`config.mk`:
```
export PLATFORM = sky130hd
export DESIGN_NAME = int_ctrl_n
export DESIGN_NICKNAME = d
export VERILOG_FILES = /design/src/rtl/int_ctrl_pkg.sv /design/src/rtl/int_ctrl_n_prio_enc.sv /design/src/rtl/int_ctrl_n.sv
export SDC_FILE = /design/constraint.sdc
export NUM_CORES = 1
export LEC_CHECK = 0
export CORE_MARGIN = 1
export CORE_UTILIZATION = 43
export DETAILED_ROUTE_END_ITERATION = 7
export PLACE_DENSITY = 0.82
export SKIP_LAST_GASP = 1
export SYNTH_ARGS = -nofsm -noshare
export SYNTH_HDL_FRONTEND = slang
export SYNTH_SLANG_ARGS = --single-unit
export TNS_END_PERCENT = 1
```
`constraint.sdc`:
```
create_clock -name clk -period 1.4 [get_ports clk]
set_input_delay 0.28 -clock clk [delete_from_list [all_inputs] [get_ports clk]]
set_output_delay 0.28 -clock clk [all_outputs]
set_load 0.02 [all_outputs]
```
`src/rtl/int_ctrl_pkg.sv`:
```
// Shared types and helpers for the parametrised interrupt controller.
package int_ctrl_pkg;

    localparam int unsigned MAX_SRC = 16;

    typedef enum logic [1:0] {
        IDLE = 2'd0,
        REQ  = 2'd1,
        SVC  = 2'd2
    } state_t;

    // Full-width vector; the caller truncates to its vector width.
    function automatic logic [31:0] vec_of(input logic [31:0] base,
                                           input logic [31:0] stride,
                                           input logic [31:0] idx);
        return base + idx * stride;
    endfunction

endpackage

```
`src/rtl/int_ctrl_n_prio_enc.sv`:
```
// Combinational priority encoder: the lowest set request index wins.
module int_prio_enc #(
    parameter int unsigned W     = 2,
    parameter int unsigned IDX_W = 1
) (
    input  logic [W-1:0]     req,
    output logic             valid,
    output logic [IDX_W-1:0] idx
);

    always_comb begin
        valid = 1'b0;
        idx   = '0;
        // Scan downwards so the last hit, the lowest index, is kept.
        for (int unsigned i = W; i > 0; i--) begin
            if (req[i-1]) begin
                valid = 1'b1;
                idx   = IDX_W'(i - 1);
            end
        end
    end

endmodule

```
`src/rtl/int_ctrl_n.sv`:
```
// Interrupt controller top: pending/mask/enable bookkeeping plus the
// IDLE/REQ/SVC handshake towards the instruction decoder.
module int_ctrl_n
    import int_ctrl_pkg::*;
#(
    parameter int unsigned           NUM_SRC      = 2,
    parameter int unsigned           VEC_W        = 8,
    parameter logic [VEC_W-1:0]      VEC_BASE     = 8'h02,
    parameter int unsigned           VEC_STRIDE   = 2,
    parameter logic [NUM_SRC-1:0]    EDGE_MODE    = '1,
    parameter logic [NUM_SRC-1:0]    LATCH_MASKED = NUM_SRC'(1)
) (
    input  logic               clk,
    input  logic               rst,
    input  logic [NUM_SRC-1:0] src_in,
    input  logic               int_enable,
    input  logic               int_disable,
    input  logic               mask_wr,
    input  logic [NUM_SRC-1:0] mask_in,
    input  logic               irq_ack,
    input  logic               reti,
    output logic               irq,
    output logic [VEC_W-1:0]   int_vector,
    output logic [NUM_SRC-1:0] pending_o,
    output logic [NUM_SRC-1:0] in_service_o,
    output logic               global_en_o
);

    localparam int unsigned IDX_W = (NUM_SRC > 1) ? $clog2(NUM_SRC) : 1;

    state_t             state;
    logic [NUM_SRC-1:0] mask_q;
    logic [NUM_SRC-1:0] pend_q;
    logic [NUM_SRC-1:0] prev_q;
    logic [NUM_SRC-1:0] in_svc_q;
    logic               glob_en_q;
    logic               irq_q;
    logic [VEC_W-1:0]   vec_q;
    logic [IDX_W-1:0]   cur_idx;

    logic               ack_take;
    logic [NUM_SRC-1:0] cur_onehot;
    logic [NUM_SRC-1:0] edge_set;
    logic [NUM_SRC-1:0] level_set;
    logic [NUM_SRC-1:0] pend_set;
    logic [NUM_SRC-1:0] pend_clr;
    logic [NUM_SRC-1:0] arb_req;
    logic               arb_valid;
    logic [IDX_W-1:0]   arb_idx;
    logic [VEC_W-1:0]   vec_sel;

    assign ack_take   = (state == REQ) && irq_ack;
    assign cur_onehot = NUM_SRC'(1) << cur_idx;
    assign arb_req    = pend_q & mask_q;
    assign vec_sel    = VEC_W'(vec_of(32'(VEC_BASE), 32'(VEC_STRIDE), 32'(arb_idx)));

    always_comb begin
        edge_set  = src_in & ~prev_q & ((mask_q & {NUM_SRC{glob_en_q}}) | LATCH_MASKED);
        level_set = src_in & mask_q;
        pend_set  = (edge_set & EDGE_MODE) | (level_set & ~EDGE_MODE);
        pend_clr  = ack_take ? cur_onehot : '0;
    end

    int_prio_enc #(
        .W     (NUM_SRC),
        .IDX_W (IDX_W)
    ) u_prio_enc (
        .req   (arb_req),
        .valid (arb_valid),
        .idx   (arb_idx)
    );

    // Set is OR'ed after clear so a simultaneous re-trigger survives the ack.
    always_ff @(posedge clk or posedge rst) begin
        if (rst) begin
            mask_q <= '1;
            pend_q <= '0;
            prev_q <= '0;
        end else begin
            prev_q <= src_in;
            pend_q <= (pend_q & ~pend_clr) | pend_set;
            if (mask_wr) begin
                mask_q <= mask_in;
            end
        end
    end

    always_ff @(posedge clk or posedge rst) begin
        if (rst) begin
            glob_en_q <= 1'b0;
        end else if (ack_take) begin
            glob_en_q <= 1'b0;
        end else if (reti || int_enable) begin
            glob_en_q <= 1'b1;
        end else if (int_disable) begin
            glob_en_q <= 1'b0;
        end
    end

    always_ff @(posedge clk or posedge rst) begin
        if (rst) begin
            state    <= IDLE;
            irq_q    <= 1'b0;
            vec_q    <= '0;
            in_svc_q <= '0;
            cur_idx  <= '0;
        end else begin
            case (state)
                IDLE: begin
                    if (glob_en_q && arb_valid) begin
                        irq_q   <= 1'b1;
                        vec_q   <= vec_sel;
                        cur_idx <= arb_idx;
                        state   <= REQ;
                    end
                end
                REQ: begin
                    if (irq_ack) begin
                        irq_q    <= 1'b0;
                        vec_q    <= '0;
                        in_svc_q <= cur_onehot;
                        state    <= SVC;
                    end else if (int_disable && !int_enable) begin
                        irq_q <= 1'b0;
                        vec_q <= '0;
                        state <= IDLE;
                    end
                end
                SVC: begin
                    if (reti) begin
                        in_svc_q <= '0;
                        state    <= IDLE;
                    end
                end
                default: begin
                    state <= IDLE;
                end
            endcase
        end
    end

    assign irq          = irq_q;
    assign int_vector   = vec_q;
    assign pending_o    = pend_q;
    assign in_service_o = in_svc_q;
    assign global_en_o  = glob_en_q;

endmodule
```
==> results.yml <==
run_status:
  outcome: "finished, violations left"
  violations: "DRC, setup timing"
place:
  io_buffers: 18
  place_ws_ps: 0.624
  hpwl_um: 1040
  place.gp.congestion: 0.773
  place_inst: 109
layout:
  multiInputGateArea_um2: 290
  final_nets: 109
  diodes: 0
  fin_cells: 113
  syn2layout_area_growth_pct: 28.9
  nFillCells: 145
  area.sequential_um2: 378
  final_core_util_pct: 60.8
  drive_above_1_share_pct: 12.4
routing:
  dr.first_iter.drc_count: 27
  antenna_left: 0
  dr.pass1.iters: 6
  avgRoutedWirePerCell_um: 12.4
  vias: 589
  vias_per_cell: 5.21
  drc: 6
  routed_wl_um: 1400
die:
  start_util_pct: 47.2
  rows: 14
  dieArea_um2: 1880
  core_area_um2: 1560
  die-height_um: 43.4
  fp.dieW_um: 43.4
  num_io_pins: 25
synth:
  synthAdderAreaFrac_pct: 0
  yosysTopAreaCell: "dfrtp_1"
  synthFlopType: "dfrtp_1"
  synth_area_um2: 736
  netlist.area_leader.share_pct: 44.2
  yosys.area_share.simple_pct: 16.7
  synth.most_common_cell: "dfrtp_1"
  synth-compound-area-share_pct: 16.7
  seq_area_frac_synth_pct: 51.4
  ys_types: 27
  syn_inst: 74
  yosys_warnings: 0
  synth_seq_cells: 15
  synth_top_family_by_area: "compound AO/OA/AOI/OAI gates"
  async_flop_share_pct: 100
  synth_edf_count: 0
  yosys-top-cells-area: "dfrtp_1 44%, dfstp_2 7.1%, buf_4 6.1%"
  synthMuxAreaShare_pct: 3.06
  synth_xor_area_share_pct: 0
  synth_common_cells: "13 x dfrtp_1, 7 x inv_1, 6 x buf_4"
  avgSynthCellArea_um2: 9.94
grt:
  grt_max_degree: 16
  grt-ovfl-total: 0
  grt_first_pass_wirelength_um: 2530
  grt_pass1_vias: 606
  antenna_found_initial: 0
  grt_use_total_pct: 18.1
setup_path:
  critPathArrivalTime_ps: 1290
  r2r-end: "irq"
  startpoint: "in_service_o[1]"
  startpoint_type: "flip-flop"
  rrSetupSlack_ps: 170
  regToRegStartpoint: "pending_o[0]"
  max_stage_delay_ps: 610
  crit_chain: "clkdlybuf4s50_1"
  worst_path_max_delay_cell: "clkdlybuf4s50_1"
  cp_num_buf_inv: 1
  required_ps: 1120
  critical_path.top_delay_family: "buffers and inverters"
  cp.depth: 1
  reg2reg_depth: 4
  worst_setup_path_endpoint: "in_service_o[1]"
  criticalPathCategory: "flip-flop to output port"
  crit_fanout: 3
  endpoint_kind: "output port"
clock_network:
  cts.root.buffer_cell: "clkbuf_4"
  clock_sinks: 15
  cts_max_path_buffers: 2
  tritoncts: "done"
  clk_pin_slew_ps: 90
  clock_latency_ps: 280
  htreeDepth: 1
  cts_setup_buffers: 0
  cts_made_buffers: 3
power_and_ir_drop:
  p_leak_uw: 0.000426
  irDropWorstVdd_v: 0.000944
  finalPower_uw: 1740
  p_per_area_nw_per_um2: 1830
flow_run:
  max-cap-violations: 0
sta:
  finalSetupViolations: 6
  fin_crit_sh_pct: 112
  slew_viol_final: 0
  fin_skew_ps: 8.16
  final.setup.worst_slack_ps: -166
  period_minus_slack_ps: 1570
  fmax_mhz: 638
  hold_viol_final: 0
  rsz0062_at_grt: "yes"
worst_hold_path:
  hold_path_class: "primary input to asynchronous set/reset pin"
==> layer usage <==
metal	vias up	track usage, %	share of wire (%)
li1	285	-	-
met1	274	22.9	46
met2	30	30.3	48
met3	0	5.00	6.0
met4	0	5.63	0
met5	-	0	0
==> cell type report <==
cell class	count	share of cell area [%]
clock buffers	4	2.77
flip-flops and latches	15	39.8
inverters	8	3.17
well taps	16	2.11
multi-input cells	49	30.6
repair buffers	21	21.5
==> registers in the layout (all words and copies together) (netlist names) <==
signal / flops
int_vector: 2
pending_o: 2
cur_idx: 1
state: 2
in_service_o: 2
mask_q: 2
global_en_o: 1
prev_q: 2
irq: 1
==> metrics by stage <==
step           instance area (um^2)  setup TNS (ps)  hold slack, ps
2_1_floorplan                   754               0             180
3_3_place_gp                    921               0             398
3_5_place_dp                    921               0             410
4_1_cts                         946           -1010             295
5_1_grt                         948           -1050             343
6_report                        948            -840             283
==> report_power, final <==
| group | internal [uW] | switching [uW] |
|---|---|---|
| Combinational | 380 | 386 |
| Clock | 111 | 135 |
| Sequential | 575 | 151 |
| Total | 1060 | 672 |
==> worst min-delay path by stage <==
| stage | slack [ps] | endpoint | startpoint |
|---|---|---|---|
| floorplan | 180 | cur_idx | rst |
| global placement | 400 | pending_o[0] | prev_q[0] |
| detailed placement | 410 | pending_o[0] | prev_q[0] |
| CTS | 300 | prev_q[0] | rst |
| global route | 340 | prev_q[0] | rst |
| finish | 280 | global_en_o | rst |
==> placed cells by master (no fill, tap or decap) <==
master and count:
buf_4 3, o21ai_1 2, nand4_1 2, inv_2 1
o22ai_1 1, clkbuf_1 1, o211ai_1 3, dlygate4sd2_1 1
o31a_1 1, mux2_2 2, or3_1 1, nand3b_1 2
a21bo_1 1, a311oi_1 1, dlymetal6s2s_1 1, nor2_1 4
a22oi_1 1, nand2_1 4, clkdlybuf4s50_1 16, conb_1 6
o21ai_0 4, a21oi_2 1, a21oi_1 4, dfrtp_1 13
nand4b_1 1, nor2b_1 4, dfstp_2 2, and2_1 1
nand2b_1 3, clkbuf_4 3, inv_1 7
==> cell families (layout without fill, tap and decap cells) <==
| logic type | after synthesis | after routing |
|---|---|---|
| buffers and inverters | 15 | 33 |
| AND/OR/NAND/NOR | 22 | 22 |
| AO/OA/AOI/OAI | 19 | 19 |
| flip-flops | 15 | 15 |
| other | 1 | 6 |
| multiplexers | 2 | 2 |
==> repair_timing <==
item | 4_1_cts | 5_1_grt
pin swaps | 0 | 0
setup endpoints to repair | 8 | 7
gates resized for setup | 1 | 1
hold buffers | 0 | 0
endpoints found under the hold margin | 0 | 0
Power figures use the tool's default switching activity.
==> variant 1 (same settings) <==
Change the parameter `NUM_SRC` from 2 to 4.
--- a/src/rtl/int_ctrl_n.sv
+++ b/src/rtl/int_ctrl_n.sv
@@ -3,7 +3,7 @@
 module int_ctrl_n
     import int_ctrl_pkg::*;
 #(
-    parameter int unsigned           NUM_SRC      = 2,
+    parameter int unsigned           NUM_SRC      = 4,
     parameter int unsigned           VEC_W        = 8,
     parameter logic [VEC_W-1:0]      VEC_BASE     = 8'h02,
     parameter int unsigned           VEC_STRIDE   = 2,
Ports: changed (resized in_service_o, mask_in, pending_o and src_in); port bits go from 25 to 33. No check against the original RTL was run, so the function may have changed too.
==> variant 1 against the original RTL <==
  * The run ends with setup timing left
  * Critical path type unchanged
  * Critical path depth is the same
  * Wire length grew 55%
  * Sequential cell count grew 10
  * Sequential power grew 61%
  * Setup slack lost 80 ps
  * First-iteration DRC count shrank 11%
  * Maximum frequency shrank 4.9%
  * Area after synthesis grew 49%
  * Design area grew 55%
  * Register-to-register slack lost 220 ps
  * Total power grew 58%
  * Critical endpoint is now pending_o[0]
==> variant 1: results <==
metrics = {
    "run_status": {
        "status": "finished, violations left",
        "violations": "setup timing",
    },
    "power": {
        "irDropWorstVdd_uv": 1060,
        "switchingPower_mw": 1.05,
        "power.leakage_nw": 0.664,
    },
    "grt": {
        "gr-usage-all-layers_pct": 18.5,
        "grt_pass1_vias": 821,
        "overflow": 0,
        "grt_first_pass_wirelength_um": 3630,
        "antenna_found_initial": 0,
        "grt_max_degree": 26,
    },
    "placement": {
        "gp_congestion": 0.802,
        "dp_hpwl_um": 1690,
        "io_buffers": 27,
        "dpl_cell_area_mm2": 0.00144,
    },
    "synth": {
        "yosysUniqueCellTypes": 30,
        "ys_seq_area_share_pct": 57.7,
        "synthTopCellsByArea": "dfrtp_1 48%, dfstp_2 9.6%, nand2_1 4.8%",
        "async_flop_share_pct": 100,
        "synth_warnings": 0,
        "synth_flop_cell": "dfrtp_1",
        "synth_common_cells": "21 x dfrtp_1, 14 x nand2_1, 7 x o21ai_0",
    },
    "final_layout": {
        "antenna_cells": 0,
        "final_layout_size_suffix_gt1_share_pct": 20.1,
        "syn2layout_area_growth_pct": 34.1,
        "fill_cells": 202,
        "nNetsFinal": 151,
    },
    "cts": {
        "h-tree-depth": 1,
        "clockBufferDepth": 2,
        "clock_latency_ps": 320,
        "cts-root-buf": "clkbuf_4",
        "cts-buffers-inserted": 3,
        "path_clk_slew_ps": 140,
    },
    "sta": {
        "fin_tns_setup_ps": -2070,
        "finClkSkew_ps": 6.75,
        "layout_setup_ws_ps": -247,
        "finalSetupViolations": 12,
    },
    "worst_hold_path": {
        "min_path_type": "input pin to async pin",
    },
    "drt": {
        "first_pass_iters": 4,
        "wl_per_cell_um": 13.4,
        "drtIter0Drc": 24,
        "vias": 844,
        "drc_errors": 0,
    },
    "setup_path": {
        "crit_arrival_ps": 1370,
        "crit_fanout": 4,
        "slowest_stage": "clkdlybuf4s50_1",
        "cpPeakStageDelay_ps": 620,
        "path_delay_family": "buffers and inverters",
    },
    "run": {
        "maxCapViolations": 0,
    },
}
[variant 1: changes by cell type after synthesis, moves of 3 or more]
cell      change
dfrtp_1       +8
nand2_1      +10
nand2b_1      -3
nand3_1       +4
o21ai_0       +3
[variant 1: layout make-up]
class	count	area share (%)
multi-input combinational	64	28.5
clock inverter	1	0.341
sequential	25	43.1
inverter	6	1.54
clock buffer	3	1.54
timing repair buffer	35	22.6
tap	28	2.39
[variant 1: kinds of logic after synthesis]
logic type                 count (synthesis)  share of synthesized area, %
and+or+nand+nor                           32                          16.5
adders and majority gates                  1                          1.14
other                                      1                         0.343
DFF                                       25                          57.7
buffers and inverters                     11                          5.49
muxes                                      5                          5.49
AOI/OAI and AO/OA                         21                          13.4
[variant 1: power by group through the flow]
stage	combinational (mW)	clock [mW]	sequential, mW
after floorplan	0.550	0	1.33
after global placement	1.23	0	1.17
after detailed placement	1.27	0	1.19
after CTS	1.27	0.330	1.17
after global routing	1.35	0.366	1.20
final	1.25	0.322	1.17
[variant 1: repair_timing]
| item | 4_1_cts | 5_1_grt |
|---|---|---|
| setup buffers | 0 | 0 |
| gates resized for setup | 1 | 1 |
| setup endpoints to repair | 14 | 15 |
[variant 1: worst paths after layout]
| path | from | to | slack, ps | depth (start not counted) |
|---|---|---|---|---|
| max in group asynchronous | rst | mask_q[2] | 820 | 3 |
| min | rst | int_vector[2] | 290 | 3 |
| min in group clk | src_in[0] | prev_q[0] | 410 | 1 |
| max | pending_o[0] | pending_o[0] | -250 | 1 |
| max reg2reg | mask_q[2] | int_vector[2] | -50 | 6 |
| min reg2reg | prev_q[0] | pending_o[0] | 450 | 1 |
[variant 1: metrics by stage]
step           instances  setup slack, ps  total power [mW]  hold slack [ps]
2_1_floorplan        100             1.68              1.88              304
3_3_place_gp         158            -54.6              2.41              416
3_5_place_dp         158             -126              2.46              433
4_1_cts              162             -254              2.77              308
5_1_grt              162             -306              2.92              322
6_report             162             -247              2.74              295
[variant 1: tightest hold or removal path: cells and delay by family]
kind / cells / cell delay (ps)
buffers and inverters: 3 / 740
[variant 1: layer usage]
layer  vias to the layer above  GRT usage [%]  part of all wire (%)
li1                        403              -                     -
met3                         5           3.77                   5.5
met1                       401           22.9                    44
met4                         0           8.77                   1.5
met5                         -              0                     0
met2                        35           30.4                    49
==> variant 2 (same flow settings) <==
Made on the original files. The 3 states of `state_t` get a one-hot encoding in 3 bits.
--- a/src/rtl/int_ctrl_pkg.sv
+++ b/src/rtl/int_ctrl_pkg.sv
@@ -3,10 +3,10 @@
 
     localparam int unsigned MAX_SRC = 16;
 
-    typedef enum logic [1:0] {
-        IDLE = 2'd0,
-        REQ  = 2'd1,
-        SVC  = 2'd2
+    typedef enum logic [2:0] {
+        IDLE = 3'b001,
+        REQ  = 3'b010,
+        SVC  = 3'b100
     } state_t;
 
     // Full-width vector; the caller truncates to its vector width.
Formal check against the unedited RTL: no difference found for any inputs over 10 cycles, from zero or initial values and one cycle with rst high; not proved beyond that.
==> variant 2 against the original RTL <==
  * Total power is 3.1% higher
  * Sequential cell count increased by 1
  * Core utilization rose by 3.1 points
  * Setup slack improved by 26 ps
  * Area after synthesis increased by 2.4%
  * Clock skew about the same
  * Maximum frequency rose by 1.7%
  * Wire length up 0.50%
  * The flow finishes with violations (setup timing)
  * Design area is 6.2% higher
==> variant 2: results <==
metrics = {
    "sta": {
        "fin_tns_setup_ps": -764,
        "layout_setup_ws_ps": -140,
        "finalSetupViolations": 6,
        "finClkSkew_ps": 8.05,
    },
    "power": {
        "swShare_pct": 35.6,
        "total_power_mw": 1.79,
        "power.leakage_nw": 0.443,
        "power_frac_seq_pct": 40.8,
        "powerDensity_mw_per_mm2": 1780,
        "irDropWorstVdd_uv": 883,
        "pwr-share-clk_pct": 14.1,
    },
    "grt": {
        "overflow": 0,
        "grt_max_degree": 17,
        "grt_pass1_vias": 588,
        "grt_first_pass_wirelength_um": 2420,
        "gr-usage-all-layers_pct": 17.2,
    },
    "placement": {
        "dp_hpwl_um": 1090,
        "place_ws_ps": -43.5,
        "gp_congestion": 0.810,
        "dpl_cell_area_um2": 980,
    },
    "run_status": {
        "status": "finished, violations left",
        "violations": "setup timing",
    },
    "synth": {
        "synth_compound_area_share_pct": 18.3,
        "synth_common_cells": "13 x dfrtp_1, 8 x inv_1, 6 x buf_4",
        "ys_seq_area_share_pct": 53.7,
        "synth_area_per_cell_um2": 11.4,
        "synthTopCellsByArea": "dfrtp_1 43%, dfstp_2 10%, buf_4 6.0%",
        "yosysUniqueCellTypes": 30,
        "synth_mux_area_share_pct": 2.99,
        "synth_fa_ha_area_share_pct": 0,
    },
    "setup_path": {
        "crit_fanout": 2,
        "crit_arrival_ps": 1260,
    },
    "drt": {
        "vias": 571,
        "drtIter0Drc": 12,
        "avgViaCountPerCell": 5.19,
        "wl_per_cell_um": 12.8,
    },
    "cts": {
        "clockBufferDepth": 2,
        "postCtsSetupRepairBufs": 0,
        "h-tree-depth": 1,
        "cts_sinks": 16,
        "cts-root-buf": "clkbuf_4",
    },
    "final_layout": {
        "multiInputGateArea_um2": 293,
        "regMostFlops": "state",
        "nNetsFinal": 106,
        "non_clock_buffer_count": 25,
        "utilization_pct": 63.9,
        "fill_cells": 143,
        "seq_share_pct": 40.1,
        "final_layout_size_suffix_gt1_share_pct": 20.2,
        "antenna_cells": 0,
        "clkbuf_count": 4,
        "clock_area_share_pct": 2.61,
        "buf_share_pct": 23.2,
        "syn2layout_area_growth_pct": 33.7,
        "nMultiInputCombCells": 41,
    },
}
==> variant 2: final timing paths <==
kind	from	to	slack (ps)	cells past startpoint
max in group asynchronous	rst	mask_q[1]	860	3
min in group clk	prev_q[0]	pending_o[0]	420	1
min reg2reg	prev_q[0]	pending_o[0]	420	1
max	irq	irq	-140	1
min	rst	int_vector[1]	280	3
max reg2reg	state[0]	pending_o[1]	140	4
==> variant 2: layer usage <==
metal / vias to the layer above / share of wire, % / GRT usage, %
li1: 276 / - / -
met1: 267 / 47 / 21.4
met2: 26 / 46 / 26.3
met3: 2 / 5.1 / 6.25
met4: 0 / 1.0 / 9.09
met5: - / 0 / 0
==> variant 2: timing repair <==
item | 4_1_cts | 5_1_grt
hold buffers | 0 | 0
resized for setup | 1 | 1
endpoints found under the hold margin | 0 | 0
setup endpoints to repair | 8 | 7
pin swaps | 0 | 0
